**src/rtl/memory_v2.sv**
```systemverilog
// 2^K x M register-file RAM: one synchronous write port shared with read port 1,
// an independent read-only port 2, and a synchronous clear of the whole array.
module memory_v2 #(
  parameter int M = 8,
  parameter int K = 4
) (
  input  logic         clk,
  input  logic         rst,
  input  logic [M-1:0] Min,
  input  logic         we,
  input  logic [K-1:0] addr1,
  input  logic [K-1:0] addr2,
  output logic [M-1:0] Mout1,
  output logic [M-1:0] Mout2
);

  localparam int DEPTH = 1 << K;

  logic [M-1:0] mem_q [DEPTH];
  logic [M-1:0] mem_d [DEPTH];

  // NOTE: mem_d starts as a copy of mem_q so every path assigns it and no latch is inferred.
  always_comb begin
    mem_d = mem_q;
    if (rst) begin
      // Clear wins over a simultaneous write.
      for (int i = 0; i < DEPTH; i++) mem_d[i] = '0;
    end else if (we) begin
      mem_d[addr1] = Min;
    end
  end

  // NOTE: the array is cleared through mem_d rather than a reset branch here, because the clear is
  // a functional feature of this block, not just power-up initialisation.
  // NOTE: state updates use non-blocking assignments so all words update together at the edge.
  always_ff @(posedge clk) begin
    mem_q <= mem_d;
  end

  // Read ports are purely combinational; a write becomes visible only after the edge.
  assign Mout1 = mem_q[addr1];
  assign Mout2 = mem_q[addr2];

endmodule

```
**config.mk**
```make
export PLATFORM = sky130hd
export DESIGN_NAME = memory_v2
export DESIGN_NICKNAME = d
export VERILOG_FILES = /design/src/rtl/memory_v2.sv
export SDC_FILE = /design/constraint.sdc
export NUM_CORES = 1
export LEC_CHECK = 0
export CAP_MARGIN = 20
export CORE_ASPECT_RATIO = 1.5
export CORE_UTILIZATION = 40
export CTS_CLUSTER_SIZE = 14
export DETAILED_ROUTE_END_ITERATION = 16
export GPL_ROUTABILITY_DRIVEN = 0
export GPL_TIMING_DRIVEN = 1
export SETUP_SLACK_MARGIN = 0.4
export SLEW_MARGIN = 10
export SYNTH_ARGS = -nofsm -noshare
export SYNTH_HDL_FRONTEND = slang
export SYNTH_SLANG_ARGS = --single-unit
```
**constraint.sdc**
```tcl
create_clock -name clk -period 1.3 [get_ports clk]
set_input_delay 0.13 -clock clk [delete_from_list [all_inputs] [get_ports clk]]
set_output_delay 0.13 -clock clk [all_outputs]
set_load 0.005 [all_outputs]
```
### Word-level counts from Yosys, hierarchy flattened

Index checks and enable logic that the tools add are counted.

| word-level totals | value |
|---|---|
| logic and storage cells | 31 |
| input port bits | 19 |
| output and inout port bits | 16 |
| register bits | 128 |

| operators by class | value |
|---|---|
| bitwise operators | 2 |
| $lt $le $gt $ge | 3 |
| mux-type cells | 9 |
| reductions and logical operators | 1 |

Operators with widths:

| cell | count |
|---|---|
| 128-bit bitwise mux | 1 |
| 8-bit binary-select mux with 4-bit select | 2 |
| 8-bit two-way mux | 5 |
| 8-bit demux with 4-bit select | 1 |
| 5-bit greater-or-equal comparator (second input constant) | 2 |
| 4-bit inverter with 5-bit output | 2 |
| 5-bit by 1-bit < comparator with 1-bit output (second input constant) | 1 |
| 1-bit logical AND | 1 |

### Logic depth before layout (Yosys ltp)

| logic depth | value |
|---|---|
| depth in word-level cells | 6 |
| depth in mapped cells | 6 |
| depth with buffers taken out | 3 |

### Worst setup path before layout

Ideal clock, no wire load.

| path | value |
|---|---|
| kind | input to output |
| start | input addr2[1] |
| end | output Mout2[0] |
| data required time | 1.170 ns |
| path slack | -0.092 ns |
| buffers on the path | 3 |
| cell stages on the path | 6 |
| data arrival time | 1.262 ns |
| cells stage by stage | buf_2 -> buf_4 -> buf_2 -> mux4_2 -> a22oi_1 -> nand2_1 |

| on the way | value |
|---|---|
| word-level cells in the longest chain between the ends | 4 |

RTL lines:

| item | line | source |
|---|---|---|
| start, declared | 12 | `input logic [K-1:0] addr2,` |
| 4-bit inverter with 5-bit output (implied by the code) | 42 | `assign Mout2 = mem_q[addr2];` |
| 8-bit binary-select mux with 4-bit select | 42 |  |
| 8-bit two-way mux (implied by the code) (2 in a row) | 42 |  |
| end, declared | 14 | `output logic [M-1:0] Mout2` |

No other way between the ends. The select of a mux whose other input is x is not followed.

### Worst setup path after layout

| path | value |
|---|---|
| start | register mem_q[36] in the netlist's numbering |
| end | output Mout2[4] |

| on the way | value |
|---|---|
| word-level cells in the longest chain between the ends | 3 |

RTL lines:

| item | line | source |
|---|---|---|
| start, declared | 19 | `logic [M-1:0] mem_q [DEPTH];` |
| start signal, assigned | 37 | `mem_q <= mem_d;` |
| 8-bit binary-select mux with 4-bit select | 42 |  |
| 8-bit two-way mux (implied by the code) (2 in a row) | 42 |  |

No other way between the ends. The select of a mux whose other input is x is not followed.

==> metrics.txt <==
Die ar. 18,100 um^2; crit start category flop; synth top area cells dfxtp_1, mux4_2, nand3_1, a21oi_1, o21ai_0; final core occ approximately three fifths; worst-path maximum fanout 3; Final Cell Area 10,100 um^2; Hold Crit Depth 3; worst skew pair latency 0.44 ns; die height approximately 160 um; Syn Area/Cell 9.22 um^2; max-cap viol count 0; CTS tree built; Final Hold Viols 0; Routed Antenna Nets 0; Final period util 142%; initial antenna violation count 0; CTS Buffer Depth 2; Max Slew Vio Count 0; fin nets 839; Clock Sinks 128; leakage power 3.22 nW; placed cell area 8260 um^2; status finished with violations; Cells after Synth 761; routed vias/inst 6.98; power per cell area 1010 nW/um^2; drt drc 0; port bufs 34; YS warnings 0; hold buffers post-CTS 0; DR iter-0 viols between 700 and 800; WP data required 1.17 ns; H-tree depth 4; GRT Total Usage ~33%; Crit-path slowest cell mux4_2; Layout Skew 0 ns; Synth Register Bits 128; Max IR drop VDD around 0.00092 V; routed len/inst 28.0 um; CP Cell Sequence mux4_2 > a22oi_2 > nand2_1 > buf_2; Reg with most FFs mem_q; Crit Path Category reg2out; Hold Crit Start rst; row count 58; Syn-to-layout area delta 44.0%; first drt pass iteration count 6; max FFs per register 128; I/O Pins 35; core area 17,000 um^2; Initial Util approximately two fifths; R2R depth 2; share of layout cells above drive strength 1 59.3%; r2r setup slk 0.60 ns; slew margin rel. between 70% and 80%; net count after synthesis 780; Tmin final around 1.8 ns; top flop regs mem_q: 128 flops; Final Setup Violations 69; grt total ovfl 0; CP peak stage delay around 0.51 ns; worst slew pin tran ~0.45 ns; sequential area share after synthesis 36.5%; worst hold path class in2reg; Root Driver clkbuf_16; Post-DP HPWL 16,600 um; dpl ws -0.672 ns; cell accounting for the most synthesized area dfxtp_1; Worst setup EP type output port; total number of vias 7,277; Die X-Extent 110 um; final setup margin -0.550 ns; failing checks setup timing; total negative slack -10.52 ns; Hold EP mem_q[31]; RSZ-0062 raised after global routing yes; Yosys top cell area share between 30% and 40%; CTS buffer count 17; Final Power 10.2 mW; distinct cell type count of the synthesized netlist 26; Critical Path AT ~1.7 ns; post-synthesis cell area 7010 um^2; first-pass GRT wire length 42,600 um; Clock Pin Slew Worst Setup and Hold Paths roughly 0.060 ns; Max Freq 0.541 GHz; RR Endpoint mem_q[59]; wirelength, routed slightly below 30,000 um; largest net degree at the start of global routing 81; vias in the first global route 7,157; RR Startpoint mem_q[59]
[cells in the final DEF, fill, tap and decap left out, drive strengths merged, types with 3 or more instances in the layout]
master,Yosys,routed
nand3,130,131
dfxtp,128,128
a21oi,128,128
o21ai,128,128
buf,43,126
mux4,64,64
a22oi,32,32
clkbuf,62,22
nand2,17,17
clkdlybuf4s50,0,10
clkinv,0,7
nor2b,6,6
and3b,4,4
nand3b,4,4
or3b,2,4
and2,3,3
nor2,3,3
[repair_timing]
action	CTS	global route
gates resized for setup	257	160
cloned	7	2
pin swaps	98	81
endpoints found under the setup margin	144	144
buffers inserted	14	2
[where the power goes]
part	switching, mW	internal, mW	leakage [nW]
sequential	0.0472	3.98	1.05
combinational	1.00	0.669	1.90
clock	1.85	2.64	0.264
total	2.90	7.28	3.22
[per-stage QoR]
stage / std cells / hold slack, ns
after floorplan: 761 / 0.441
after global placement: 986 / 0.470
after detailed placement: 986 / 0.479
after CTS: 1037 / 0.146
after global routing: 1041 / 0.171
final: 1042 / 0.148
[layout make-up]
class	instances	area [um^2]
clock buffers	19	443
flip-flops and latches	128	2610
well taps	210	263
repair buffers	142	1720
fillers	1366	6880
diodes	1	2.50
clock inverters	11	92.6
multi-input cells	531	4970
[routing by layer]
layer | track usage (%) | vias to the layer above | wire, um
li1 | - | 3010 | -
met1 | 38.3 | 3559 | 9740
met2 | 50.7 | 534 | 13500
met3 | 9.64 | 174 | 3440
met4 | 24.5 | 0 | 2540
met5 | 0.595 | - | 0
[synthesized netlist by cell type]
cell type,instances
nand3b_1,4
and3b_2,2
a21oi_1,128
and3_1,2
nor2_1,3
o21ai_0,127
o21ai_1,1
nor2b_1,6
buf_4,6
clkbuf_2,1
mux4_2,54
buf_1,3
or2_2,1
nand2b_1,2
mux4_1,10
buf_6,8
nand2_1,17
dfxtp_1,128
or3b_4,2
nand3_1,130
and2_1,3
and3b_1,2
a22oi_1,32
nor3b_4,2
buf_2,26
clkbuf_1,61
[worst max-delay path, delay by kind of cell, from the launching register on]
kind	cells	cell delay, ns
flip-flops	1	0.32
AO/OA/AOI/OAI	1	0.21
AND/OR/NAND/NOR	1	0.11
multiplexers	1	0.51
buffers and inverters	1	0.14
[kinds of logic (layout without fill, tap and decap cells)]
kind of cell	Yosys count	count (layout)	synth area share, %
AOI/OAI and AO/OA	288	288	21.7
and+or+nand+nor	176	179	13.4
DFF	128	128	36.5
buffers and inverters	105	172	7.28
muxes	64	64	21.1
other	0	1	0
[how the worst max path moves through the flow]
| stage | depth (start not counted) | startpoint | slack (ns) | to |
|---|---|---|---|---|
| after global routing | 4 | mem_q[44] | -0.58 | Mout2[4] |
| after detailed placement | 6 | addr1[2] | -0.67 | Mout1[2] |
| final | 4 | mem_q[36] | -0.55 | Mout2[4] |
| after global placement | 6 | addr1[2] | -0.66 | Mout1[3] |
| after floorplan | 5 | addr1[0] | 0.06 | Mout1[5] |
| after CTS | 4 | mem_q[33] | -0.53 | Mout2[1] |
Power figures use the tool's default switching activity.
